==> config.mk <==
export PLATFORM = sky130hd
export DESIGN_NAME = pipeline_hazard_ctrl
export DESIGN_NICKNAME = d
export VERILOG_FILES = /design/src/rtl/pipeline_hazard_ctrl.sv
export SDC_FILE = /design/constraint.sdc
export NUM_CORES = 1
export LEC_CHECK = 0
export CAP_MARGIN = 20
export CORE_UTILIZATION = 48
export DETAILED_ROUTE_END_ITERATION = 6
export PLACE_DENSITY = 0.87
export SYNTH_ARGS = -nofsm -noshare
export SYNTH_HDL_FRONTEND = slang
export SYNTH_SLANG_ARGS = --single-unit
==> constraint.sdc <==
create_clock -name clk -period 2.6 [get_ports clk]
set_input_delay 0.39 -clock clk [delete_from_list [all_inputs] [get_ports clk]]
set_output_delay 0.39 -clock clk [all_outputs]
set_load 0.01 [all_outputs]
==> src/rtl/pipeline_hazard_ctrl.sv <==
// Hazard controller for the 5-stage MIPS core: load-use stalls, branch flushes, mult/div sequencing.
// Mult/div sequencing is compiled in only when HAZARD_MULDIV_EN is defined.
//
// state      | meaning
// ST_RUN     | normal issue; branch > mult/div start > load-use priority
// ST_MD_WAIT | mult/div in flight, pipeline held until md_done or timeout
module pipeline_hazard_ctrl #(
  parameter int MD_TIMEOUT = 64,
  parameter int CNT_W      = 16
) (
  input  logic             clk,
  input  logic             rst,
  input  logic [4:0]       rs_id,
  input  logic [4:0]       rt_id,
  input  logic             uses_rs_id,
  input  logic             uses_rt_id,
  input  logic             memread_ex,
  input  logic [4:0]       dest_ex,
  input  logic             branch_taken_ex,
  input  logic             md_start_ex,
  input  logic             md_done,
  input  logic             cnt_clr,
  output logic             stall_pc,
  output logic             stall_if_id,
  output logic             stall_id_ex,
  output logic             bubble_id_ex,
  output logic             bubble_ex_mem,
  output logic             flush_if_id,
  output logic             flush_id_ex,
  output logic             md_go,
  output logic             md_busy,
  output logic             md_timeout,
  output logic [CNT_W-1:0] load_stall_cnt,
  output logic [CNT_W-1:0] md_stall_cnt,
  output logic [CNT_W-1:0] flush_cnt
);

  localparam int WC_W = (MD_TIMEOUT > 2) ? $clog2(MD_TIMEOUT) : 1;
  localparam logic [WC_W-1:0]  WAIT_LAST = WC_W'(MD_TIMEOUT - 1);
  localparam logic [CNT_W-1:0] CNT_MAX   = '1;

  typedef enum logic {ST_RUN, ST_MD_WAIT} state_e;

  state_e           state_q, state_d;
  logic [WC_W-1:0]  wait_cnt_q, wait_cnt_d;
  logic             md_timeout_q, md_timeout_d;
  logic [CNT_W-1:0] load_cnt_q, load_cnt_d;
  logic [CNT_W-1:0] md_cnt_q, md_cnt_d;
  logic [CNT_W-1:0] flush_cnt_q, flush_cnt_d;
  logic             lu, md_start_en;
  logic             inc_load, inc_md, inc_flush;

`ifdef HAZARD_MULDIV_EN
  assign md_start_en = md_start_ex;
`else
  // Without the mul/div block the FSM can never leave ST_RUN.
  logic md_start_unused;
  assign md_start_unused = md_start_ex;
  assign md_start_en     = 1'b0;
`endif

  assign lu = memread_ex && (dest_ex != 5'd0) &&
              ((uses_rs_id && (dest_ex == rs_id)) || (uses_rt_id && (dest_ex == rt_id)));

  function automatic logic [CNT_W-1:0] cnt_next(input logic [CNT_W-1:0] c,
                                                input logic inc, input logic clr);
    if (clr) return '0;
    if (inc && (c != CNT_MAX)) return c + 1'b1;
    return c;
  endfunction

  always_comb begin
    state_d       = state_q;
    wait_cnt_d    = wait_cnt_q;
    md_timeout_d  = md_timeout_q;
    stall_pc      = 1'b0;
    stall_if_id   = 1'b0;
    stall_id_ex   = 1'b0;
    bubble_id_ex  = 1'b0;
    bubble_ex_mem = 1'b0;
    flush_if_id   = 1'b0;
    flush_id_ex   = 1'b0;
    md_go         = 1'b0;
    md_busy       = 1'b0;
    inc_load      = 1'b0;
    inc_md        = 1'b0;
    inc_flush     = 1'b0;
    if (rst) begin
      case (state_q)
        ST_RUN: begin
          if (branch_taken_ex) begin
            flush_if_id = 1'b1;
            flush_id_ex = 1'b1;
            inc_flush   = 1'b1;
          end else if (md_start_en) begin
            md_go         = 1'b1;
            stall_pc      = 1'b1;
            stall_if_id   = 1'b1;
            stall_id_ex   = 1'b1;
            bubble_ex_mem = 1'b1;
            inc_md        = 1'b1;
            state_d       = ST_MD_WAIT;
            wait_cnt_d    = '0;
          end else if (lu) begin
            stall_pc     = 1'b1;
            stall_if_id  = 1'b1;
            bubble_id_ex = 1'b1;
            inc_load     = 1'b1;
          end
        end
        ST_MD_WAIT: begin
          md_busy = 1'b1;
          if (md_done) begin
            state_d = ST_RUN;
          end else if (wait_cnt_q == WAIT_LAST) begin
            state_d      = ST_RUN;
            md_timeout_d = 1'b1;
          end else begin
            stall_pc      = 1'b1;
            stall_if_id   = 1'b1;
            stall_id_ex   = 1'b1;
            bubble_ex_mem = 1'b1;
            inc_md        = 1'b1;
            wait_cnt_d    = wait_cnt_q + 1'b1;
          end
        end
        default: state_d = ST_RUN;
      endcase
    end
    load_cnt_d  = cnt_next(load_cnt_q, inc_load, cnt_clr);
    md_cnt_d    = cnt_next(md_cnt_q, inc_md, cnt_clr);
    flush_cnt_d = cnt_next(flush_cnt_q, inc_flush, cnt_clr);
  end

  always_ff @(posedge clk) begin
    if (!rst) begin
      state_q      <= ST_RUN;
      wait_cnt_q   <= '0;
      md_timeout_q <= 1'b0;
      load_cnt_q   <= '0;
      md_cnt_q     <= '0;
      flush_cnt_q  <= '0;
    end else begin
      state_q      <= state_d;
      wait_cnt_q   <= wait_cnt_d;
      md_timeout_q <= md_timeout_d;
      load_cnt_q   <= load_cnt_d;
      md_cnt_q     <= md_cnt_d;
      flush_cnt_q  <= flush_cnt_d;
    end
  end

  assign md_timeout     = md_timeout_q;
  assign load_stall_cnt = load_cnt_q;
  assign md_stall_cnt   = md_cnt_q;
  assign flush_cnt      = flush_cnt_q;

endmodule
==> impl_results.md, run 1 <==
* Fin crit share at 98.7%
* TritonCTS Sinks at 56
* Critical path class: in2out
* RD Place Congestion at 0.820
* Pwr per Cell Area at 367 nW/um^2
* # port buffers at 79
* Placed Cells at 507
* Layout cells sized above 1 at 9.32%
* Largest net degree at the start of global routing at 27
* Height of the die at 80.4 microns
* Commonest non-fill, non-tap cells in the layout: clkdlybuf4s50_1, dfxtp_1, nor2_1, nand2_1, xnor2_1
* CP startpoint: dest_ex[4]
* Die Wd at 80.4 microns
* H-tree levels at 2
* Antenna Diode Count at 0
* Status: complete, no violations
* Final setup fails at 0
* CTS max path bufs at 2
* CTS tree: yes
* Mean post-synth cell area at 8.47 sq um
* Total number of vias at 2944
* GR Util met1 at 27.2%
* Final hold vios at 0
* Routed Antenna Nets at 0
* Routed len/inst at 13.7 microns
* Seq/Total Area, Yosys at 38.0%
* Number of distinct library cells after synthesis at 53
* Clock root buffer: clkbuf_8
* Reg-to-reg slack, setup at 0.54 ns
* Drt total wl at 7.07 mm
* Post-Synthesis Net Count at 376
* Number of global-route vias before repair at 2616
* Final core utilization at 67.6%
* Achievable Freq at 390 MHz
* Post-route setup slack at 0.0328 ns
* Area added between synthesis and finish at 35.8%
* Grt peak-use layer: met2
* Number of hold buffers added after cts at 0
* Die ar. at 6460 sq um
* Critical Path Start Type: input pin
* Gr ovfl total at 0
* RSZ-0062 raised after global routing: yes
* Commonest non-fill, non-tap cell in the layout: clkdlybuf4s50_1
* #FFs+latches synth at 56
* TritonCTS Buffers at 5
* Met3 Usage GRT at 4.43%
* Tmin final at 2.57 ns
* Core ar. at 5920 sq um
* Final Instance Area at 4000 sq um
* # rows at 28
* Cell count of the worst reg-to-reg path at 7
* Initial antenna violation count at 0
* Place WS at -0.273 ns
* Final Slew Violations at 0
* RR Endpoint: load_stall_cnt[6]
* Slew HR at 63.5%
* Worst VDD drop at 0.242 mV
* Post-Syn Area at 2950 sq um
* Pleak at 1.31 nW
* Worst hold path type: reg2reg
* Worst setup path end: stall_pc
* Critical path required time at 2.21 ns
* Vias/cell at 5.72
* Number of synthesized flops with an enable pin at 0
* Total global-route track usage at 22.1%
* DP Wirelength at 5.17 mm
* Worst Tran Pin Value at 0.545 ns
* Synthesized instance count at 348
* Ports at 82
* Synth Flop Type: dfxtp_1
* Max Clock Skew at 0.00381 ns
* Peak fanout along the critical path at 2
* Worst skew pair latency at 0.30 ns
* Crit path DAT at 2.18 ns
* Syn. warnings at 0
* Iter 0 DRT Violations at 148
* Ys async rst share at 0%
* Nets at 467
* Crit. End Element: primary output
* Placed inst area at 3900 sq um
* Non-filler instance count after layout at 515
* Pre-antenna DRT Iters at 4
* Reg clk slew, reported paths at 0.10 ns
* Wire length of the first global-routing pass at 11.4 mm
* # DRC at 0
* GR Util met2 at 38.7%
* MaxCap Viol Count at 0
* Initial Util at 49.8%
* Reg2reg start: load_stall_cnt[0]
## registers in the layout, indices dropped and copies added, names as in the netlist
register / flops
flush_cnt: 16
load_stall_cnt: 16
md_stall_cnt: 16
wait_cnt_q: 6
md_timeout: 1
state_q: 1
## worst min-delay path by stage
stage	startpoint	endpoint	slack [ns]	cells past startpoint
after global placement	md_stall_cnt[8]	md_stall_cnt[8]	0.48	2
final	md_stall_cnt[8]	md_stall_cnt[8]	0.51	2
after global routing	md_stall_cnt[8]	md_stall_cnt[8]	0.53	2
after floorplan	wait_cnt_q[5]	wait_cnt_q[5]	0.47	2
after detailed placement	md_stall_cnt[8]	md_stall_cnt[8]	0.50	2
after CTS	md_stall_cnt[8]	md_stall_cnt[8]	0.51	2
## where the power goes
part	switching, mW	total (mW)	internal [mW]
clock	0.272	0.491	0.218
sequential	0.000845	0.859	0.858
combinational	0.0551	0.122	0.0666
## through the flow
stage | hold WS (ns) | total power, mW | TNS, ns
after CTS | 0.515 | 1.49 | 0
after global placement | 0.485 | 0.995 | -0.503
final | 0.511 | 1.47 | 0
after detailed placement | 0.503 | 0.998 | -0.553
after floorplan | 0.472 | 0.931 | 0
after global routing | 0.535 | 1.53 | -0.0438
## cell families after synthesis
kind of cell	after synthesis	share of synthesized area [%]
fa+ha+maj	4	1.70
mux	4	1.36
simple gates	160	29.9
flops	56	38.0
other cells	1	0.127
xor+xnor	31	9.21
buf+inv	22	3.65
compound gates	70	16.0
## worst max-delay path, stage by stage
cell             delay, ns
clkdlybuf4s50_1       0.43
or4_4                 0.57
o21ai_4               0.14
nor2_1                0.06
or2_2                 0.30
dlygate4sd2_1         0.29
## routing by layer
layer	vias to the layer above	routed length, microns
met5	-	0
met4	0	76
met3	8	423
met2	86	3360
met1	1385	3210
li1	1465	-
## what timing repair did
item                                    4_1_cts  5_1_grt
endpoints found under the setup margin        2        2
pin swaps                                     0        1
buffers inserted                              0        0
gates resized for setup                       6        1
## cell type report
cell class	instances	area (sq um)
multi-input cells	270	1740
inverters	7	26.3
clock buffers	8	90.1
flip-flops and latches	56	1120
fillers	494	1920
repair buffers	99	937
well taps	75	93.8
## Yosys cell counts, types with 8 or more instances
cell type / number / area (sq um)
dfxtp_1: 56 / 1120
xor2_1: 8 / 70.1
nor2_1: 33 / 124
a21oi_1: 22 / 110
nand3_1: 19 / 95.1
or4_1: 9 / 67.6
o21ai_0: 12 / 60.1
nand2_1: 25 / 93.8
xnor2_1: 23 / 201
or3_1: 9 / 56.3
nand4_1: 15 / 93.8
o31ai_1: 8 / 60.1
nor3_1: 9 / 45.0
No activity file was read; power rests on OpenSTA's default activity.
==> inputs of run 2 (changes only) <==
Settings changed: CORE_UTILIZATION 48 to 45, PLACE_DENSITY 0.87 to 0.83.
==> impl_results.md, run 2 (synthesis gave the netlist of run 1 again) <==
* Status: complete, but fails checks
* Failing checks: negative setup slack
* Critical path required time at 2.21 ns
* Final setup fails at 2
* # port buffers at 79
* RSZ-0062 raised after global routing: yes
* Reg2reg start: load_stall_cnt[0]
* Clock power frac at 33.6%
* Non-filler instance count after layout at 519
* Vias/cell at 5.75
* RR Endpoint: load_stall_cnt[9]
* Number of hold buffers added after cts at 0
* Routed Antenna Nets at 0
* Hold_ws at 0.509 ns
* Hold path startpoint: md_stall_cnt[13]
* Total number of vias at 2986
* Total power at 1.48 mW
* Achievable Freq at 383 MHz
* Die ar. at 6880 sq um
* CP startpoint: dest_ex[4]
* Final hold vios at 0
* RD Place Congestion at 0.880
* Switching pwr at 0.337 mW
* Final TNS setup at -0.0196 ns
* Height of the die at 83.0 microns
* Final Slew Violations at 0
* Peak fanout along the critical path at 2
* Drt total wl at 7.26 mm
* TritonCTS Buffers at 5
* Clock root buffer: clkbuf_8
* CTS max path bufs at 2
* Worst hold path type: reg2reg
* Critical path class: in2out
* Crit path DAT at 2.22 ns
* Layout cells sized above 1 at 9.95%
* Flop pwr share at 57.9%
* Placed Cells at 510
* Worst skew pair latency at 0.31 ns
* Largest net degree at the start of global routing at 27
* TritonCTS Sinks at 56
* DP Wirelength at 5.49 mm
* Placed inst area at 3930 sq um
* Reg clk slew, reported paths at 0.10 ns
* Gr ovfl total at 0
* Total global-route track usage at 21.2%
* H-tree levels at 2
* Final core utilization at 63.5%
* Hold Crit Endpoint: md_stall_cnt[13]
* Reg-to-reg slack, setup at 0.57 ns
* Fin crit share at 100%
* Crit. End Element: primary output
* Pre-antenna DRT Iters at 4
* Place WS at -0.304 ns
* MaxCap Viol Count at 0
* # DRC at 0
* Post-route setup slack at -0.0106 ns
* Antenna Diode Count at 0
* Core ar. at 6350 sq um
* Die Wd at 83.0 microns
* Commonest non-fill, non-tap cell in the layout: clkdlybuf4s50_1
* Final Instance Area at 4030 sq um
* Iter 0 DRT Violations at 161
* Nets at 469
* CTS tree: yes
* Number of global-route vias before repair at 2724
* Commonest non-fill, non-tap cells in the layout: clkdlybuf4s50_1, dfxtp_1, nor2_1, nand2_1, xnor2_1
* Comb pwr share at 8.4%
* Tmin final at 2.61 ns
* Cell count of the worst reg-to-reg path at 7
* Pleak at 1.33 nW
* Internal at 1.14 mW
* # rows at 29
* Slew HR at 61.9%
* Area added between synthesis and finish at 36.7%
* Pwr per Cell Area at 368 nW/um^2
* Ports at 82
* Worst Tran Pin Value at 0.568 ns
* Initial antenna violation count at 0
* Worst VDD drop at 0.302 mV
* Max Clock Skew at 0.00884 ns
* Initial Util at 46.4%
* Routed len/inst at 14.0 microns
* Wire length of the first global-routing pass at 12.4 mm
* Critical Path Start Type: input pin
* Sw Share at 22.7%
* Hold path depth at 2
## run 2: worst max path at each step
| stage | cells past startpoint | end |
|---|---|---|
| 4_1_cts | 6 | stall_if_id |
| 2_1_floorplan | 5 | stall_pc |
| 6_report | 6 | stall_if_id |
| 5_1_grt | 6 | stall_pc |
| 3_3_place_gp | 6 | stall_pc |
| 3_5_place_dp | 6 | stall_if_id |
## run 2: power by group through the flow
stage	sequential (mW)	combinational (mW)	clock (mW)
after floorplan	0.879	0.0522	0
after global placement	0.878	0.120	0
after detailed placement	0.879	0.123	0
after CTS	0.859	0.125	0.516
after global routing	0.859	0.135	0.549
final	0.859	0.125	0.498
## run 2: timing repair
action,4_1_cts,5_1_grt
pin swaps,0,2
endpoints found under the setup margin,3,2
gates resized for setup,6,0
buffers inserted,0,1
## run 2: layer usage
layer,part of all wire (%),up-vias,track usage [%]
met5,0,-,0
met4,0.65,0,4.23
met3,5.8,5,4.08
met2,48,102,35.9
met1,46,1409,28.1
li1,-,1470,-
## run 2: final cells by class
cell class                      count  area (sq um)
Fill cell                         589          2320
Multi-Input combinational cell    270          1730
Sequential cell                    56          1120
Timing Repair Buffer              101           965
Tap cell                           77          96.3
Clock buffer                        7          86.3
Inverter                            7          26.3
Clock inverter                      1          7.51
## run 2: critical path, cell delays in order
cell and delay (ns):
clkdlybuf4s50_1 0.43, or4_4 0.57, o21ai_2 0.17, nor2_1 0.07
or2_2 0.30, dlygate4sd2_1 0.29
==> RTL change 1: new RTL, settings of run 1 <==
`CNT_W`: 16 -> 18.
--- a/src/rtl/pipeline_hazard_ctrl.sv
+++ b/src/rtl/pipeline_hazard_ctrl.sv
@@ -8,3 +8,3 @@
   parameter int MD_TIMEOUT = 64,
-  parameter int CNT_W      = 16
+  parameter int CNT_W      = 18
 ) (
Interface: changed (resized flush_cnt, load_stall_cnt and md_stall_cnt); port bits go from 82 to 88. The function was not compared with the original's and may differ.
==> RTL change 1 against run 1 <==
  * Worst setup slack gained 0.019 ns
  * Synthesized area grew 12%
  * First-iteration DRC count shrank 14%
  * Sequential cell count grew 6
  * Routed wire length grew 12%
  * Largest cell class unchanged
  * Final area grew 12%
  * Sequential share of layout area shrank 0.43 points
  * Total power grew 32%
==> RTL change 1: results <==
set metrics [dict create \
    status "finished, final reports clean" \
    grt_max_degree 28 \
    p_leak_nw 1.484 \
    clock_latency_ns 0.34 \
    wl_met1_um 3625 \
    slew_headroom_pct 53.75 \
    place_area_um2 4298 \
    routed_wl_um 7899 \
    fin_skew_ns 0.01144 \
    numCtsBuffers 9 \
    irDropWorstVdd_mv 0.3629 \
    grtUsageMet1_pct 27.54 \
    synth_cell_type_count 53 \
    grt_pass1_wl_um 13210 \
    drt_iter0_markers 127 \
    place_ws_ns -0.2708 \
    gp_congestion 0.8477 \
    dp.cells 556 \
    port_buffers 85 \
    first_global_vias 2950 \
    firstDrtPassIters 4 \
    route.detailed.wl_per_inst_um 13.81 \
    post-cts-setup-buffer-count 0 \
    syn_area_per_cell_um2 8.390 \
    seq_area_frac_synth_pct 37.55 \
    met2_usage_pct 38.42 \
    swShare_pct 22.19 \
    synth_enable_flop_cells 0 \
    htree_num_levels 3 \
    drive_gt1_share_pct 9.293 \
    syn_nets 422 \
    clk_pin_slew_ns 0.07 \
    synthTopCellsByArea "dfxtp_1 (38%), xnor2_1 (5.3%), nor2_1 (4.9%)" \
    dpl.hpwl_um 5665 \
    synth_common_cells "dfxtp_1 (62), nor2_1 (43), nand2_1 (30), nand3_1 (26), a21oi_1 (23)" \
    met3_length_um 433 \
    post_cts_resized 6 \
    routed-wl-met2_um 3711 \
    routed_via_density 5.731 \
    final.fill_count 537 \
    grt_usage_pct 22.50 \
    nets 518 \
    met3_usage_pct 5.350 \
]
==> RTL change 1: cell types whose count changed after synthesis, sizes merged, moves of 4 or more <==
cell    change
inv         +4
nor3        -4
dfxtp       +6
a211oi      +4
o21ai       +5
nand2b      +5
nand3       +7
nor2       +10
nand2       +5
==> RTL change 1: critical path: stages <==
cell and delay (ns):
clkdlybuf4s50_1 0.43, or4_4 0.53, o21ai_2 0.14, nor2_1 0.06, or2_2 0.30, dlygate4sd2_1 0.29
==> RTL change 1: logic make-up after synthesis <==
group,count (synthesis),synth area share (%)
xor gates and xnor gates,30,7.948
adders and majority gates,4,1.514
AOI/OAI and AO/OA,87,18.43
muxes,6,1.817
other,1,0.1134
and+or+nand+nor,178,28.95
DFF,62,37.55
buffers and inverters,26,3.671
==> RTL change 1: worst paths after layout <==
path | slack [ns] | startpoint | to | cells after the start
setup / recovery | 0.05 | dest_ex[2] | stall_pc | 6
hold / removal | 0.50 | flush_cnt[9] | flush_cnt[9] | 2
setup reg to reg | 0.40 | load_stall_cnt[0] | load_stall_cnt[6] | 6
hold reg to reg | 0.50 | flush_cnt[9] | flush_cnt[9] | 2
==> RTL change 1: power by group through the flow <==
stage | sequential [mW] | clock, mW | combinational, mW
2_1_floorplan | 0.973 | 0 | 0.0566
3_3_place_gp | 0.973 | 0 | 0.120
3_5_place_dp | 0.973 | 0 | 0.122
4_1_cts | 0.951 | 0.877 | 0.123
5_1_grt | 0.950 | 0.927 | 0.133
6_report | 0.951 | 0.864 | 0.123
==> RTL change 1: layout make-up <==
class	instances	area [um^2]	share of cell area, %
multi-input combinational	306	1951	43.33
sequential	62	1241	27.57
timing repair buffer	100	970.9	21.57
clock buffer	13	158.9	3.530
tap	77	96.34	2.140
clock inverter	3	42.54	0.9450
inverter	11	41.29	0.9172
==> RTL change 2: new RTL, config.mk and constraints of run 1 <==
Without the edit above. Register the output `md_stall_cnt` once more, with the module's reset; this adds one clock of latency there. The other outputs are not delayed to match.
--- a/src/rtl/pipeline_hazard_ctrl.sv
+++ b/src/rtl/pipeline_hazard_ctrl.sv
@@ -154,3 +154,9 @@
   assign load_stall_cnt = load_cnt_q;
-  assign md_stall_cnt   = md_cnt_q;
+  always_ff @(posedge clk) begin
+    if (!rst) begin
+      md_stall_cnt <= '0;
+    end else begin
+      md_stall_cnt <= md_cnt_q;
+    end
+  end
   assign flush_cnt      = flush_cnt_q;
Formal check against the unedited RTL: no difference found for any inputs over 10 cycles, from zero or initial values and one cycle with rst low; that may be too few to reach the edited logic, so the function may still have changed.
==> RTL change 2 against run 1 <==
  * Count of clock-buffer cells in the layout grew 3
  * Synthesized area grew 7.5%
  * Clock power grew 87%
  * Largest power group unchanged
  * Clock skew grew 0.0015 ns
  * Critical path depth shrank 1
  * Total power grew 45%
  * Final area grew 5.8%
  * Routed wire length shrank 0.33%
  * Worst setup slack gained 0.16 ns
  * Critical endpoint is now bubble_ex_mem
  * Highest routed layer unchanged
  * Sequential cell count grew 16
==> RTL change 2: results <==
set metrics [dict create \
    syn_area_per_cell_um2 9.081 \
    irDropWorstVdd_mv 0.4009 \
    synth_cell_type_count 43 \
    fin_area_um2 4235 \
    routed_wl_um 7048 \
    reg2reg_slack_ns 0.46 \
    nets 460 \
    synthTopCellsByArea "dfxtp_1 (45%), xor2_1 (7.2%), xnor2_1 (5.8%)" \
    netlist_area_um2 3169 \
    final.fill_count 509 \
    switchingPower_mw 0.4350 \
    met2_usage_pct 36.51 \
    synthAdderAreaFrac_pct 1.579 \
    multi_input_area_share_pct 38.52 \
    htree_num_levels 3 \
    critical_path.top_delay_family "buffers and inverters" \
    multi_input_cells 257 \
    signal_buffers 87 \
    grt_usage_pct 21.67 \
    n_clock_buffer 11 \
    setup_ws_ns 0.1899 \
    clk_share_pct 4.756 \
    wl_met1_um 3080 \
    seq_cell_count 72 \
    critPathMaxFanout 4 \
    syn_nets 377 \
    hold_path_end "md_timeout" \
    inv_count 5 \
    crit_start "wait_cnt_q[0]" \
    status "finished, final reports clean" \
    grt_max_degree 19 \
    place_ws_ns -0.08487 \
    holdWs_ns 0.4826 \
    synth_compound_area_share_pct 6.711 \
    buffer_area_share_pct 19.97 \
    clk_pin_slew_ns 0.07 \
    met3_length_um 335 \
    first_global_vias 2681 \
    clock_latency_ns 0.34 \
]
RTL change 2: cell types whose count changed in the layout (fill, tap and decap cells not counted), sizes merged, moves of 5 or more:
cell,change
xor2,+18
or4,-5
nor4,-7
o31ai,-5
dfxtp,+16
and2,+20
buf,-12
nor2,+7
a21oi,-12
o21a,-5
o21ai,-6
RTL change 2: cell families (layout without fill, tap and decap cells):
family,Yosys count,count (layout)
AND/OR/NAND/NOR,170,170
flip-flops,72,72
XOR/XNOR,47,47
AO/OA/AOI/OAI,33,33
buffers and inverters,20,107
adder cells (fa/ha/maj),4,4
multiplexers,2,2
other,1,1
RTL change 2: power groups by stage:
stage	registers, mW	logic [mW]	clock network, mW
2_1_floorplan	1.13	0.0470	0
3_3_place_gp	1.13	0.100	0
3_5_place_dp	1.13	0.102	0
4_1_cts	1.10	0.103	0.939
5_1_grt	1.10	0.112	0.994
6_report	1.10	0.102	0.920
RTL change 2: timing repair:
action	in CTS	in global routing
endpoints found under the setup margin	3	0
setup buffers	0	0
resized for setup	4	0
